**config.mk**
```make
export PLATFORM = sky130hd
export DESIGN_NAME = ctrl_sequencer
export DESIGN_NICKNAME = d
export VERILOG_FILES = /design/src/rtl/ctrl_sequencer.sv
export SDC_FILE = /design/constraint.sdc
export NUM_CORES = 1
export LEC_CHECK = 0
export ABC_AREA = 0
export CAP_MARGIN = 10
export CORE_MARGIN = 2
export CORE_UTILIZATION = 39
export DETAILED_ROUTE_END_ITERATION = 8
export GPL_TIMING_DRIVEN = 0
export PLACE_DENSITY_LB_ADDON = 0.08
export SLEW_MARGIN = 10
export SYNTH_ARGS = -nofsm -noshare
export SYNTH_HDL_FRONTEND = slang
export SYNTH_SLANG_ARGS = --single-unit
```
**constraint.sdc**
```tcl
create_clock -name clk -period 2.2 [get_ports clk]
set_clock_uncertainty 0.05 [all_clocks]
set_input_delay 0.66 -clock clk [delete_from_list [all_inputs] [get_ports clk]]
set_output_delay 0.66 -clock clk [all_outputs]
set_load 0.02 [all_outputs]
```
**src/rtl/ctrl_sequencer.sv**
```systemverilog
// Hardwired fetch/decode/execute sequencer for the ARM-subset datapath.
// Drives datapath mux selects and strobes, and runs the MOV/MOC handshake with a MOC watchdog.
module ctrl_sequencer #(
    parameter int unsigned MOC_TIMEOUT = 15
) (
    input  logic        clk,
    input  logic        rst_n,
    input  logic [31:0] ir,
    input  logic        cond_ok,
    input  logic        moc,
    output logic [1:0]  ma,
    output logic [1:0]  mb,
    output logic [2:0]  mc,
    output logic        md,
    output logic        me,
    output logic        mg,
    output logic [1:0]  mj,
    output logic [4:0]  op,
    output logic        rf_ld,
    output logic        ir_ld,
    output logic        mar_ld,
    output logic        mdr_ld,
    output logic        flags_ld,
    output logic        mem_en,
    output logic        mem_rw,
    output logic        fault,
    output logic [4:0]  state
);

    localparam logic [4:0] S_IDLE     = 5'd0;
    localparam logic [4:0] S_FETCH0   = 5'd1;
    localparam logic [4:0] S_FETCH1   = 5'd2;
    localparam logic [4:0] S_FETCH2   = 5'd3;
    localparam logic [4:0] S_DECODE   = 5'd4;
    localparam logic [4:0] S_DP       = 5'd5;
    localparam logic [4:0] S_MEM_ADDR = 5'd6;
    localparam logic [4:0] S_LDR_WAIT = 5'd7;
    localparam logic [4:0] S_LDR_WB   = 5'd8;
    localparam logic [4:0] S_STR_WAIT = 5'd9;
    localparam logic [4:0] S_BL_LINK  = 5'd10;
    localparam logic [4:0] S_BR       = 5'd11;
    localparam logic [4:0] S_FAULT    = 5'd31;

    localparam logic [4:0] OP_ADD    = 5'h04;
    localparam logic [4:0] OP_SUB    = 5'h02;
    localparam logic [4:0] OP_PASS_A = 5'h10;
    localparam logic [4:0] OP_ADD4   = 5'h11;
    localparam logic [4:0] OP_PASS_B = 5'h12;

    localparam logic [7:0] WD_LAST = 8'(MOC_TIMEOUT - 1);

    logic [4:0] state_q, state_d;
    logic [7:0] wd_cnt_q, wd_cnt_d;
    logic       in_wait;
    logic       wd_expired;
    logic       unused_ir;

    // Condition field and operand fields are resolved elsewhere in the datapath.
    assign unused_ir = ^{ir[31:28], ir[22:21], ir[19:0]};

    assign in_wait    = (state_q == S_FETCH2) || (state_q == S_LDR_WAIT) || (state_q == S_STR_WAIT);
    assign wd_expired = in_wait && !moc && (wd_cnt_q == WD_LAST);
    assign state      = state_q;

    always_ff @(posedge clk or negedge rst_n) begin
        if (!rst_n) begin
            state_q  <= S_IDLE;
            wd_cnt_q <= 8'd0;
        end else begin
            state_q  <= state_d;
            wd_cnt_q <= wd_cnt_d;
        end
    end

    // Counter is zero in every non-waiting cycle, so entering a wait state starts it from zero.
    always_comb begin
        state_d  = state_q;
        wd_cnt_d = 8'd0;
        case (state_q)
            S_IDLE:   state_d = S_FETCH0;
            S_FETCH0: state_d = S_FETCH1;
            S_FETCH1: state_d = S_FETCH2;
            S_FETCH2, S_LDR_WAIT, S_STR_WAIT: begin
                if (moc) begin
                    if (state_q == S_FETCH2)        state_d = S_DECODE;
                    else if (state_q == S_LDR_WAIT) state_d = S_LDR_WB;
                    else                            state_d = S_FETCH0;
                end else if (wd_expired) begin
                    state_d = S_FAULT;
                end else begin
                    wd_cnt_d = wd_cnt_q + 8'd1;
                end
            end
            S_DECODE: begin
                if (!cond_ok)                state_d = S_FETCH0;
                else if (ir[27:26] == 2'b00) state_d = S_DP;
                else if (ir[27:25] == 3'b010) state_d = S_MEM_ADDR;
                else if (ir[27:25] == 3'b101) state_d = ir[24] ? S_BL_LINK : S_BR;
                else                         state_d = S_FETCH0;
            end
            S_DP:       state_d = S_FETCH0;
            S_MEM_ADDR: state_d = ir[20] ? S_LDR_WAIT : S_STR_WAIT;
            S_LDR_WB:   state_d = S_FETCH0;
            S_BL_LINK:  state_d = S_BR;
            S_BR:       state_d = S_FETCH0;
            S_FAULT:    state_d = S_FAULT;
            default:    state_d = S_IDLE;
        endcase
    end

    always_comb begin
        ma = 2'd0; mb = 2'd0; mc = 3'd0; md = 1'b0; me = 1'b0; mg = 1'b0; mj = 2'd0;
        op = 5'd0;
        rf_ld = 1'b0; ir_ld = 1'b0; mar_ld = 1'b0; mdr_ld = 1'b0; flags_ld = 1'b0;
        mem_en = 1'b0; mem_rw = 1'b0; fault = 1'b0;
        case (state_q)
            S_FETCH0: begin
                ma = 2'd2; md = 1'b1; op = OP_PASS_A; mar_ld = 1'b1;
            end
            S_FETCH1: begin
                ma = 2'd2; md = 1'b1; op = OP_ADD4; mc = 3'd3; rf_ld = 1'b1;
                mem_en = 1'b1; mem_rw = 1'b1;
            end
            S_FETCH2: begin
                mem_en = 1'b1; mem_rw = 1'b1; ir_ld = moc;
            end
            S_DP: begin
                mb = 2'd1;
                rf_ld    = (ir[24:23] != 2'b10);
                flags_ld = ir[20];
            end
            S_MEM_ADDR: begin
                mb = 2'd1; md = 1'b1; mar_ld = 1'b1;
                op = ir[23] ? OP_ADD : OP_SUB;
                if (!ir[20]) begin
                    mj = 2'd2; me = 1'b1; mdr_ld = 1'b1;
                end
            end
            S_LDR_WAIT: begin
                mem_en = 1'b1; mem_rw = 1'b1; mg = 1'b1; mdr_ld = moc;
            end
            S_LDR_WB: begin
                mb = 2'd2; md = 1'b1; op = OP_PASS_B; rf_ld = 1'b1;
            end
            S_STR_WAIT: mem_en = 1'b1;
            S_BL_LINK: begin
                ma = 2'd2; md = 1'b1; op = OP_PASS_A; mc = 3'd2; rf_ld = 1'b1;
            end
            S_BR: begin
                ma = 2'd2; mb = 2'd1; md = 1'b1; op = OP_ADD; mc = 3'd3; rf_ld = 1'b1;
            end
            S_FAULT: fault = 1'b1;
            default: ;
        endcase
    end

endmodule

```
==> impl_metrics.json, run 1 <==
{
  "status": "complete, but fails checks",
  "violations": "setup timing",
  "dp_hpwl_mm": 2.38,
  "synth.distinct_cells": 47,
  "die_y_um": 59.3,
  "max_slew_margin_pct": 62.5,
  "place_inst": 231,
  "avgViaCountPerCell": 5.79,
  "switching_share_pct": 47.1,
  "rsz0062_at_grt": "yes",
  "power_w": 0.00304,
  "synth_simple_gate_area_share_pct": 32.8,
  "path_class": "reg -> out",
  "p_per_area_nw_per_um2": 1380,
  "nets": 273,
  "synth_xor_area_share_pct": 3.68,
  "combPwrFrac_pct": 84.2,
  "crit_path_start_kind": "register",
  "ff2ff_path_depth": 7,
  "portBuffers": 35,
  "cts_root_buf": "clkbuf_4",
  "core_um2": 2980,
  "reg2reg_setup_slack_ns": 0.23,
  "rows": 20,
  "max_slew.worst_pin.slew_ns": 0.561,
  "dr.pass1.iters": 4,
  "ir_worst_vdd_uv": 800,
  "pwr-share-clk_pct": 4.9,
  "ys_warn_count": 0,
  "crit_start": "state[2]",
  "p_sw_w": 0.00143,
  "cp_max_fo": 5,
  "setup_viol": 19,
  "synth_area_per_cell_um2": 7.44,
  "yosys_most_used_dff": "dfrtp_1",
  "timing.final.crit_period_ns": 2.43,
  "num_io_pins": 66,
  "muxShareOfSynthArea_pct": 3.15,
  "stdcell_count": 267,
  "cp_data_required_time_ns": 1.49,
  "max_freq_mhz": 411,
  "internal_power_w": 0.00161,
  "finalCritPeriodShare_pct": 110,
  "syn2layout_area_growth_pct": 84.8,
  "r2r-start": "state[1]",
  "clk_latency_ns": 0.28,
  "pwr-share-seq_pct": 11.0,
  "clk_pin_slew_ns": 0.08,
  "crit_end": "mem_en",
  "synth_top_family_by_area": "simple AND/OR/NAND/NOR gates",
  "grt_max_degree": 14,
  "cts_buffers": 3,
  "antennaDiodeCount": 0,
  "die_w_um": 59.3,
  "finalHoldViolCount": 0,
  "gr-total-overflow": 0,
  "route.detailed.drc": 0,
  "wl_per_cell_um": 17.1,
  "p_leak_nw": 1.01,
  "maxSlewViolCount": 0,
  "synth_compound_area_share_pct": 20.6,
  "start_util_pct": 40.0,
  "ys_async_sr_fraction_pct": 100,
  "die_area_um2": 3510,
  "grt.total_usage_pct": 23.8,
  "cp.arrival_ns": 1.72,
  "seq_area_frac_synth_pct": 27.3,
  "synth_seq_cells": 13,
  "grt_pass1_vias": 1397,
  "clk_path_buf_depth": 2,
  "wl_mm": 4.58,
  "drv_cap": 0,
  "synth_cells": 160,
  "drive_above_1_share_pct": 51.7,
  "synth_edf_count": 0,
  "grt_first_pass_wirelength_mm": 6.35,
  "drt_iter0_drc": 112,
  "antenna_found_initial": 0,
  "tritoncts": "done",
  "gp_congestion": 0.889,
  "h-tree-depth": 1,
  "vias": 1546,
  "ant_nets": 0,
  "setup_slack_ns": -0.231,
  "clock_sinks": 13,
  "syn-cell-area_um2": 1190,
  "worstSetupEndpointType": "output pin",
  "synth_fa_ha_area_share_pct": 2.10,
  "min_path_type": "reg -> reg",
  "r2r-end": "state[3]"
}
worst min-delay path by stage:
stage                 from  cells past startpoint     endpoint  slack [ns]
2_1_floorplan        rst_n                      0     state[0]        0.31
3_3_place_gp   wd_cnt_q[0]                      1  wd_cnt_q[0]        0.45
3_5_place_dp   wd_cnt_q[0]                      1  wd_cnt_q[0]        0.46
4_1_cts        wd_cnt_q[0]                      1  wd_cnt_q[0]        0.48
5_1_grt        wd_cnt_q[0]                      1  wd_cnt_q[0]        0.53
6_report       wd_cnt_q[0]                      1  wd_cnt_q[0]        0.49
sequential cells by signal, indices dropped and copies added, names as in the netlist:
name	flops
wd_cnt_q	8
state	5
synthesized netlist by cell type (2+ instances only):
cell type	n	area [um2]
a21o_1	4	30.0
a21oi_1	10	50.1
a31oi_1	3	18.8
and3_1	3	18.8
buf_2	3	15.0
buf_4	6	45.0
clkbuf_1	6	22.5
dfrtp_1	13	325
ha_1	2	25.0
inv_1	6	22.5
mux2_2	2	22.5
nand2_1	12	45.0
nand2b_1	3	18.8
nand3_1	2	10.0
nand4_1	4	25.0
nor2_1	28	105
nor2b_1	3	18.8
nor3_1	6	30.0
nor3b_1	2	15.0
o211ai_1	2	15.0
o21a_1	2	15.0
o21ai_0	10	50.1
xor2_1	4	35.0
power by group through the flow:
stage	Clock [W]	Sequential (W)	Combinational, W
floorplan	0	0.000371	0.000982
global placement	0	0.000333	0.00157
detailed placement	0	0.000336	0.00157
CTS	0.000150	0.000326	0.00205
global route	0.000164	0.000337	0.00269
finish	0.000148	0.000334	0.00256
metrics by stage:
stage               worst slack [ns]  hold WS [ns]  area, um2  setup TNS (ns)  util [%]
CTS                           -0.140         0.476       1980          -0.880      66.6
finish                        -0.231         0.486       2200           -2.53      73.9
detailed placement            -0.680         0.463       1630          -10.14      54.8
floorplan                    -0.0837         0.314       1240          -0.184         -
global route                  -0.311         0.530       2200           -3.65      73.9
global placement              -0.686         0.452       1630          -10.10      54.8
layer usage:
| layer | routed length [um] | global-route usage, % |
|---|---|---|
| met4 | 163 | 9.74 |
| met3 | 379 | 5.90 |
| met5 | 0 | 0 |
| met2 | 2150 | 37.4 |
| met1 | 1880 | 31.1 |
critical path, cell delays in order, from the launching register on:
cell     delay, ns
dfrtp_1       0.41
buf_6         0.14
buf_4         0.16
buf_8         0.14
o32a_1        0.33
nor2_2        0.12
buf_6         0.12
cells by family (layout without fill, tap and decap cells):
group           after synthesis  count (layout)
compound gates               38              38
xor+xnor                      5               5
fa+ha+maj                     2               2
buf+inv                      23              94
flops                        13              13
mux                           3               3
other cells                   1               4
simple gates                 75              75
cell type report:
cell class,count,area (um2)
inverter,6,26.3
multi-input combinational,127,946
fill,203,777
clock buffer,3,22.5
tap,33,41.3
sequential,13,328
clock inverter,1,5.00
buffer,16,178
timing repair buffer,68,654
timing repair:
item / CTS / global route
setup endpoints to repair: 21 / 21
pin swaps: 11 / 16
gates cloned: 3 / 1
gates resized for setup: 151 / 48
setup buffers: 24 / 5
hold buffers: 0 / 0
placed cells by master (no fill, tap or decap), types with 4 or more instances in the layout:
cell type / n
clkbuf_4: 4
inv_1: 4
nor2_4: 5
nor2_2: 6
dfrtp_1: 11
xor2_1: 4
a21oi_1: 5
buf_6: 24
conb_1: 4
nand2_1: 7
a21oi_2: 4
dlygate4sd2_1: 5
a21o_1: 4
clkdlybuf4s50_1: 9
o21ai_0: 8
nand4_1: 4
nor2_1: 18
buf_4: 36
Note: power is estimated with default switching activity, not from simulation.
==> run 2, diff against run 1 <==
--- a/config.mk
+++ b/config.mk
@@ -11,7 +11,7 @@
 export CORE_UTILIZATION = 39
 export DETAILED_ROUTE_END_ITERATION = 8
 export GPL_TIMING_DRIVEN = 0
-export PLACE_DENSITY_LB_ADDON = 0.08
+export PLACE_DENSITY = 0.81
 export SLEW_MARGIN = 10
 export SYNTH_ARGS = -nofsm -noshare
 export SYNTH_HDL_FRONTEND = slang
==> run 2 against run 1 <==
Effect of this change:
- the run still ends with setup timing left
- global-route usage shrank 0.44 points
- cell count fell by 0.37%
- design area shrank 6.9%
- sequential share of layout area is 1.1 points higher
- wire length decreased by 4.0%
- clock-buffer cell count is the same
- hold slack got worse by 0.0079 ns
- die area unchanged
- first-iteration DRC count is 29% lower
- clock power hardly changed
- non-clock buffer count fell by 1
- critical endpoint is now flags_ld
==> impl_metrics.json, run 2 (synthesis results as in run 1) <==
{
  "post_dp_cell_area_um2": 1630,
  "tns_ns": -1.06,
  "top_register": "wd_cnt_q",
  "clk_pin_slew_ns": 0.08,
  "antenna_found_initial": 0,
  "clk_latency_ns": 0.28,
  "crit_path_start_kind": "register",
  "largest_reg_flops": 8,
  "final_util_pct": 68.8,
  "slowest_stage": "dfrtp_1",
  "grt_max_degree": 14,
  "ant_nets": 0,
  "dp_hpwl_mm": 2.31,
  "power_w": 0.00274,
  "path_cells": "buf_6 -> clkinvlp_4 -> nor3_4 -> buf_4 -> and4_1 -> buf_4",
  "cpLargestDelayFamily": "buffers and inverters",
  "worstSetupEndpointType": "output pin",
  "cp.depth": 6,
  "rows": 20,
  "layout_common_cells": "buf_4 (46), nor2_1 (20), buf_6 (11), dfrtp_1 (11), nand2_1 (8)",
  "cts_root_buf": "clkbuf_4",
  "die_w_um": 59.3,
  "dr.pass1.iters": 4,
  "cts_buffers": 3,
  "drive_above_1_share_pct": 48.1,
  "reg2reg_setup_slack_ns": 0.12,
  "vias": 1510,
  "fill_cells": 220,
  "cp_max_fo": 7,
  "die_area_um2": 3510,
  "r2r-start": "state[1]",
  "min_to": "wd_cnt_q[0]",
  "wl_per_cell_um": 16.5,
  "max_freq_mhz": 430,
  "avgViaCountPerCell": 5.68,
  "start_util_pct": 40.0,
  "cp_data_required_time_ns": 1.49,
  "wl_mm": 4.39,
  "nets": 272,
  "drv_cap": 0,
  "maxSlewViolCount": 0,
  "setup_slack_ns": -0.123,
  "clock_sinks": 13,
  "max_slew.worst_pin.slew_ns": 0.584,
  "critPathBufInv": 4,
  "die_y_um": 59.3,
  "status": "complete, but fails checks",
  "syn2layout_area_growth_pct": 72.1,
  "cp_common_cell": "buf_4",
  "p_per_area_nw_per_um2": 1340,
  "grt_first_pass_wirelength_mm": 6.31,
  "route.detailed.drc": 0,
  "rsz0062_at_grt": "yes",
  "clk_path_buf_depth": 2,
  "r2r-end": "state[3]",
  "min_path_type": "reg -> reg",
  "cp.arrival_ns": 1.61,
  "ir_worst_vdd_uv": 666,
  "setup_viol": 16,
  "finalHoldViolCount": 0,
  "drt_iter0_drc": 80,
  "finalCritPeriodShare_pct": 106,
  "max_slew_margin_pct": 61.0,
  "violations": "setup timing",
  "gp_congestion": 0.926,
  "grt_pass1_vias": 1367,
  "final_common_cell": "buf_4",
  "tritoncts": "done",
  "stdcell_count": 266,
  "antennaDiodeCount": 0,
  "grt.total_usage_pct": 23.3,
  "h-tree-depth": 1,
  "fin_area_um2": 2050,
  "timing.final.crit_period_ns": 2.32,
  "gr-total-overflow": 0,
  "num_io_pins": 66,
  "path_class": "reg -> out",
  "portBuffers": 35,
  "place_inst": 231,
  "slowest_delay_ns": 0.36,
  "p_leak_nw": 1.01,
  "whs_path_depth": 1,
  "min_from": "wd_cnt_q[0]",
  "ff2ff_path_depth": 8,
  "core_um2": 2980
}
## run 2: area by class of cell
type / instances / area [um2] / area share [%]
multi-input cells: 127 / 886 / 43.2
repair buffers: 67 / 553 / 27.0
flip-flops and latches: 13 / 328 / 16.0
plain buffers: 16 / 188 / 9.16
well taps: 33 / 41.3 / 2.01
inverters: 6 / 26.3 / 1.28
clock buffers: 3 / 22.5 / 1.10
clock inverters: 1 / 5.00 / 0.244
## run 2: per-layer routing
metal | global-route usage (%) | share of wire [%] | vias to the layer above
met1 | 30.9 | 41 | 732
met5 | 0 | 0 | -
met4 | 6.49 | 3.0 | 0
met3 | 6.33 | 7.0 | 16
li1 | - | - | 698
met2 | 37.4 | 49 | 64
## run 2: repair_timing
| action | in CTS | in global routing |
|---|---|---|
| hold buffers | 0 | 0 |
| gates cloned | 1 | 0 |
| resized for setup | 148 | 21 |
| pin swaps | 10 | 10 |
| setup buffers | 20 | 11 |
| endpoints found under the setup margin | 21 | 19 |
## run 2: where the power goes
part           total [W]  switching [W]  internal [W]
registers       0.000330      0.0000427      0.000287
logic            0.00226        0.00120       0.00106
clock network   0.000147      0.0000793     0.0000675
## run 2: how the worst max path moves through the flow
stage,start,end
4_1_cts,state[3],mj[1]
3_3_place_gp,ir[23],rf_ld
5_1_grt,state[1],md
6_report,state[2],flags_ld
3_5_place_dp,ir[23],rf_ld
2_1_floorplan,state[4],op[1]
## run 2: stage by stage
| stage | setup WS [ns] | hold slack, ns |
|---|---|---|
| 3_3_place_gp | -0.679 | 0.454 |
| 3_5_place_dp | -0.668 | 0.471 |
| 2_1_floorplan | -0.0837 | 0.314 |
| 4_1_cts | -0.120 | 0.481 |
| 6_report | -0.123 | 0.478 |
| 5_1_grt | -0.225 | 0.522 |
